==> config.mk <==
export PLATFORM = sky130hd
export DESIGN_NAME = weight_bram_reader
export DESIGN_NICKNAME = d
export VERILOG_FILES = /design/src/rtl/weight_bram_reader.sv
export SDC_FILE = /design/constraint.sdc
export NUM_CORES = 1
export LEC_CHECK = 0
export CORE_ASPECT_RATIO = 2
export CORE_MARGIN = 1.5
export CORE_UTILIZATION = 53
export CTS_BUF_LIST = sky130_fd_sc_hd__clkbuf_4 sky130_fd_sc_hd__clkbuf_8 sky130_fd_sc_hd__clkbuf_16
export DETAILED_ROUTE_END_ITERATION = 6
export PLACE_DENSITY_LB_ADDON = 0.15
export SYNTH_ARGS = -nofsm -noshare
export SYNTH_HDL_FRONTEND = slang
export SYNTH_SLANG_ARGS = --single-unit
export TNS_END_PERCENT = 50
==> constraint.sdc <==
create_clock -name CLK -period 4.9 [get_ports CLK]
set_input_delay 0.49 -clock CLK [delete_from_list [all_inputs] [get_ports CLK]]
set_output_delay 0.49 -clock CLK [all_outputs]
set_load 0.05 [all_outputs]
==> src/rtl/weight_bram_reader.sv <==
// Read-side sequencer for a per-neuron weight BRAM: walks addresses 0..DEPTH-1 and
// streams the returned words downstream through a 2-entry show-ahead buffer.
module weight_bram_reader #(
  parameter int DEPTH = 28,
  parameter int AW    = 5,
  parameter int DW    = 16
) (
  input  logic          CLK,
  input  logic          RST,
  input  logic          START,
  output logic          BUSY,
  output logic          DONE,
  output logic [AW-1:0] ADDR,
  output logic          EN,
  output logic          WE,
  input  logic [DW-1:0] DO_IN,
  output logic [DW-1:0] W_DATA,
  output logic [AW-1:0] W_IDX,
  output logic          W_VALID,
  input  logic          W_READY,
  output logic          W_LAST
);

  typedef enum logic [1:0] {
    IDLE  = 2'd0,
    FETCH = 2'd1,
    DRAIN = 2'd2
  } state_t;

  localparam logic [AW-1:0] LAST_IDX = AW'(DEPTH - 1);

  state_t        state_r;
  state_t        state_nxt_s;
  logic [AW-1:0] next_idx_r;
  logic          more_r;
  logic [AW-1:0] addr_r;
  logic          en_r;
  logic          inf_r;
  logic [1:0]    count_r;
  logic [DW-1:0] head_data_r;
  logic [AW-1:0] head_idx_r;
  logic          head_last_r;
  logic [DW-1:0] tail_data_r;
  logic [AW-1:0] tail_idx_r;
  logic          tail_last_r;
  logic          busy_r;
  logic          done_r;

  logic          pop_s;
  logic          push_s;
  logic          push_last_s;
  logic [2:0]    occ_s;
  logic          final_pop_s;
  logic          issue_s;
  logic          start_s;
  logic [AW-1:0] issue_idx_s;

  assign pop_s       = (count_r != 2'd0) && W_READY;
  assign push_s      = inf_r;
  // The pending read lands at ADDR, which holds until the next issue.
  assign push_last_s = (addr_r == LAST_IDX);
  assign occ_s       = {1'b0, count_r} + {2'b00, inf_r} - {2'b00, pop_s};
  assign final_pop_s = pop_s && head_last_r;
  assign issue_idx_s = start_s ? {AW{1'b0}} : next_idx_r;

  // Next-state and read-issue decision.
  always_comb begin
    state_nxt_s = state_r;
    issue_s     = 1'b0;
    start_s     = 1'b0;
    case (state_r)
      IDLE: begin
        if (START) begin
          state_nxt_s = FETCH;
          issue_s     = 1'b1;
          start_s     = 1'b1;
        end else begin
          state_nxt_s = IDLE;
        end
      end
      FETCH: begin
        if (!more_r) begin
          state_nxt_s = DRAIN;
        end else if (occ_s < 3'd2) begin
          issue_s = 1'b1;
        end else begin
          issue_s = 1'b0;
        end
      end
      DRAIN: begin
        if (final_pop_s) begin
          state_nxt_s = IDLE;
        end else begin
          state_nxt_s = DRAIN;
        end
      end
      default: begin
        state_nxt_s = IDLE;
      end
    endcase
  end

  // Control state, BRAM address/enable and the read-in-flight flag.
  always_ff @(posedge CLK) begin
    if (RST) begin
      state_r    <= IDLE;
      next_idx_r <= {AW{1'b0}};
      more_r     <= 1'b0;
      addr_r     <= {AW{1'b0}};
      en_r       <= 1'b0;
      inf_r      <= 1'b0;
      busy_r     <= 1'b0;
      done_r     <= 1'b0;
    end else begin
      state_r <= state_nxt_s;
      en_r    <= issue_s;
      inf_r   <= issue_s;
      busy_r  <= (state_nxt_s != IDLE);
      done_r  <= (state_r == DRAIN) && final_pop_s;
      if (issue_s) begin
        addr_r <= issue_idx_s;
        if (issue_idx_s == LAST_IDX) begin
          more_r <= 1'b0;
        end else begin
          more_r     <= 1'b1;
          next_idx_r <= issue_idx_s + AW'(1);
        end
      end
    end
  end

  // Two-entry output buffer; the head slot drives the stream directly.
  always_ff @(posedge CLK) begin
    if (RST) begin
      count_r     <= 2'd0;
      head_data_r <= {DW{1'b0}};
      head_idx_r  <= {AW{1'b0}};
      head_last_r <= 1'b0;
      tail_data_r <= {DW{1'b0}};
      tail_idx_r  <= {AW{1'b0}};
      tail_last_r <= 1'b0;
    end else begin
      case ({push_s, pop_s})
        2'b11: begin
          if (count_r == 2'd1) begin
            head_data_r <= DO_IN;
            head_idx_r  <= addr_r;
            head_last_r <= push_last_s;
          end else begin
            head_data_r <= tail_data_r;
            head_idx_r  <= tail_idx_r;
            head_last_r <= tail_last_r;
            tail_data_r <= DO_IN;
            tail_idx_r  <= addr_r;
            tail_last_r <= push_last_s;
          end
        end
        2'b10: begin
          if (count_r == 2'd0) begin
            head_data_r <= DO_IN;
            head_idx_r  <= addr_r;
            head_last_r <= push_last_s;
            count_r     <= 2'd1;
          end else begin
            tail_data_r <= DO_IN;
            tail_idx_r  <= addr_r;
            tail_last_r <= push_last_s;
            count_r     <= 2'd2;
          end
        end
        2'b01: begin
          head_data_r <= tail_data_r;
          head_idx_r  <= tail_idx_r;
          head_last_r <= tail_last_r;
          count_r     <= count_r - 2'd1;
        end
        default: begin
          count_r <= count_r;
        end
      endcase
    end
  end

  assign BUSY    = busy_r;
  assign DONE    = done_r;
  assign ADDR    = addr_r;
  assign EN      = en_r;
  assign WE      = 1'b0;
  assign W_DATA  = head_data_r;
  assign W_IDX   = head_idx_r;
  assign W_LAST  = head_last_r;
  assign W_VALID = (count_r != 2'd0);

endmodule
==> metrics.md <==
| Metric | Value |
|---|---|
| Arrival time of the worst setup path | 3.50 ns |
| Count of flip-flops with a built-in enable after synthesis | 0 |
| First-pass GRT wire length | 11200 um |
| Maximum number of pins on one net before global-route repair | 39 |
| DR pass1 iterations | 4 |
| Area contributors post-synth | sky130_fd_sc_hd__dfxtp_1 (41%), sky130_fd_sc_hd__mux2i_1 (15%), sky130_fd_sc_hd__a221oi_1 (6.1%) |
| Power share of the sequential group | 35.6% |
| Tot GR Track Use | a little under a quarter |
| Fraction of final layout cells sized beyond drive strength 1 | between 8 and 9% |
| RSZ-0062 raised after global routing | no |
| Endpoint, Worst Hold | W_DATA[8] |
| Combinational fraction of design power | 40.6% |
| Starting density of the core | 55.2% |
| Number of max-cap violations | 0 |
| CTS tree | yes |
| Pwr/cell area | 459 mW/mm2 |
| Worst r2r dst | tail_data_r[13] |
| Total count of hold-check failures in the final report | 0 |
| Total of hold buffers inserted after clock tree synthesis | 0 |
| Flop and latch count out of synthesis | 62 |
| Largest voltage drop on the vdd net | about 0.34 mV |
| Switching power share of the total | 38.9% |
| Syn nets | between 300 and 400 |
| Hold Path Depth | 1 |
| Tightest hold margin | 0.474 ns |
| Routed vias | ~2400 |
| Total global routing overflow | 0 |
| Via count of the first global-routing pass | 2383 |
| Gp weighted congestion | 0.772 |
| Die Ht | around 110 um |
| Detailed-route wire length | 6750 um |
| Yosys cell types | 46 |
| Critical path type | reg2reg |
| Post-CTS setup repair buffer count | 0 |
| Top Ports | 52 |
| Status | complete, no violations |
| Clock tree skew after final layout | 0.00927 ns |
| Fraction of synthesis flops using an asynchronous set or reset pin | 0% |
| Buffer type at the clock tree root | sky130_fd_sc_hd__clkbuf_8 |
| Worst hold path startpoint | W_DATA[8] |
| Achievable Freq | between 300 and 400 MHz |
| Pins Over Slew Limit | 0 |
| Clock sink count | between 60 and 70 |
| Crit path time final | 3.28 ns |
| WL per Instance | 16.3 um |
| Number of warnings printed during yosys synthesis | 0 |
| Cell area after synthesis | 0.00299 mm2 |
| Pint | 1020 uW |
| Worst-path maximum fanout | 23 |
| Post-synth top flop | sky130_fd_sc_hd__dfxtp_1 |
| Worst Path Required | ~5 ns |
| Number of instances in the synthesized netlist | 310 |
| Post-synth top area share | 41.5% |
| Maximum clock path buffer count | 2 |
| Critical R2R Launch | count_r[1] |
| Max-slew headroom at the worst pin | 34.2% |
| Sum of negative setup slack | 0 ns |
| Type of destination of the critical path | flop |
| # rows | 38 |
| Number of levels in the clock H-tree | 3 |
| Number of nets in the layout | 376 |
| Final antenna diode count | 0 |
| Area growth from synthesis to layout | 22.0% |
| Area of the core | 0.00542 mm2 |
| Worst min-delay path category | reg2reg |
| Final setup violation count | 0 |
| Input/output buffers | 50 |
| Sequential share of the synthesized area | 41.5% |
| Net Switching | 653 uW |
| Post-cts gate resize count | 0 |
| Insertion delay of the later-clocked pin in the worst-skew pair | 0.34 ns |
| Average via count per standard cell | 5.90 |
| Die area | 0.00613 mm2 |
| Filler Cell Count | 457 |
| Antenna violations before repair | 0 |
| Total power | roughly 1700 uW |
| Post-route fraction of the period consumed by the critical path | 66.9% |
| Detailed placer's ending HPWL | 4380 um |
| Transition at the pin with the smallest max-transition slack | 0.985 ns |
| Type of element launching the critical path | flop |
| Number of clock buffers inserted by TritonCTS | 9 |
| Drt initial violations | 75 |
| Syn Area/Cell | 9.65 um2 |
| Register-to-register path setup slack | about 1.6 ns |
| Cell leakage power | 0.00132 uW |
| Final antenna-violating net count | 0 |
| Part of the power in the clock network | 23.8% |
| Length in cells of the worst reg-to-reg path | 8 |
| Clock transition at the register clock pins on the worst setup and hold paths after CTS | 0.07 ns |
| Utilization after layout | between 60% and 70% |
| Cell taking the most area after synthesis | sky130_fd_sc_hd__dfxtp_1 |
| Horizontal extent of the die | 56.1 um |
| Count of unresolved DRC violations after routing | 0 |
==> cells by family (layout without fill, tap and decap cells) <==
group	count (synthesis)	after routing	share of synthesized area, %
adders and majority gates	6	6	2.76
and+or+nand+nor	66	66	11.3
other	1	1	0.125
DFF	62	62	41.5
muxes	45	45	15.1
AOI/OAI and AO/OA	93	93	22.7
xor gates and xnor gates	4	4	1.42
buffers and inverters	33	78	5.19
==> worst max path at each step <==
stage | from | endpoint | slack (ns)
3_5_place_dp | W_READY | tail_idx_r[3] | 1.46
5_1_grt | count_r[1] | tail_idx_r[3] | 1.39
3_3_place_gp | W_READY | tail_data_r[14] | 1.50
6_report | count_r[1] | tail_data_r[13] | 1.62
2_1_floorplan | count_r[1] | ADDR[3] | 2.38
4_1_cts | count_r[1] | tail_idx_r[3] | 1.65
==> state kept, by name (all words and copies together), names as in the netlist <==
signal / cells
BUSY: 1
W_IDX: 5
tail_last_r: 1
tail_data_r: 16
DONE: 1
count_r: 2
ADDR: 5
inf_r: 1
W_DATA: 16
next_idx_r: 5
W_LAST: 1
state_r: 2
tail_idx_r: 5
more_r: 1
==> metal layers <==
metal | wire length [um] | vias up | GRT usage (%)
met5 | 0 | - | 0
met4 | 115 | 0 | 9.69
met3 | 239 | 9 | 5.10
met2 | 3550 | 53 | 41.7
met1 | 2840 | 1170 | 26.2
li1 | - | 1217 | -
==> cell usage in the layout (no fill, tap or decap), drive strengths merged, types with 3 or more instances in the layout <==
| cell type | instances |
|---|---|
| a211oi | 3 |
| clkdlybuf4s50 | 50 |
| nor2 | 30 |
| a21oi | 35 |
| nand3b | 3 |
| a22o | 21 |
| buf | 5 |
| a221oi | 21 |
| o21ai | 5 |
| xnor2 | 3 |
| nand2 | 12 |
| clkbuf | 12 |
| inv | 7 |
| nor2b | 3 |
| dfxtp | 62 |
| ha | 5 |
| clkinv | 3 |
| mux2i | 45 |
==> Yosys cell counts, types with 5 or more instances <==
cell type                   n
sky130_fd_sc_hd__nor2_1    29
sky130_fd_sc_hd__ha_1       5
sky130_fd_sc_hd__dfxtp_1   62
sky130_fd_sc_hd__a21oi_1   34
sky130_fd_sc_hd__buf_2     10
sky130_fd_sc_hd__nand2_1   12
sky130_fd_sc_hd__a221oi_1  21
sky130_fd_sc_hd__inv_1      6
sky130_fd_sc_hd__a22o_1    21
sky130_fd_sc_hd__clkbuf_1  12
sky130_fd_sc_hd__mux2i_1   45
==> critical path: stages, from the launching register on <==
cell and delay (ns):
sky130_fd_sc_hd__dfxtp_1 0.37, sky130_fd_sc_hd__inv_1 0.10, sky130_fd_sc_hd__ha_1 0.24, sky130_fd_sc_hd__nand2b_1 0.23, sky130_fd_sc_hd__ha_1 0.78, sky130_fd_sc_hd__a21bo_2 0.32, sky130_fd_sc_hd__a21oi_4 0.77, sky130_fd_sc_hd__mux2i_1 0.28
sky130_fd_sc_hd__nor2_1 0.06
==> through the flow <==
stage,setup slack (ns),instances,cell area (um2)
after floorplan,2.38,310,2990
after global placement,1.50,399,3480
after detailed placement,1.46,399,3480
after CTS,1.65,415,3650
after global routing,1.39,415,3650
final,1.62,415,3650
==> area by class of cell <==
cell class                 count  area, um2  share of cell area, %
tap                           60       75.1                   2.06
multi-input combinational    215       1600                   43.7
sequential                    62       1240                   34.0
clock inverter                 4       22.5                  0.617
clock buffer                  12        153                   4.18
inverter                       7       26.3                  0.720
timing repair buffer          55        538                   14.7
==> power groups by stage <==
| stage | logic [uW] | registers, uW | clock network [uW] |
|---|---|---|---|
| after floorplan | 401 | 717 | 0 |
| after global placement | 672 | 606 | 0 |
| after detailed placement | 680 | 608 | 0 |
| after CTS | 683 | 597 | 403 |
| after global routing | 734 | 604 | 429 |
| final | 681 | 597 | 399 |
No activity file was read; power rests on OpenSTA's default activity.
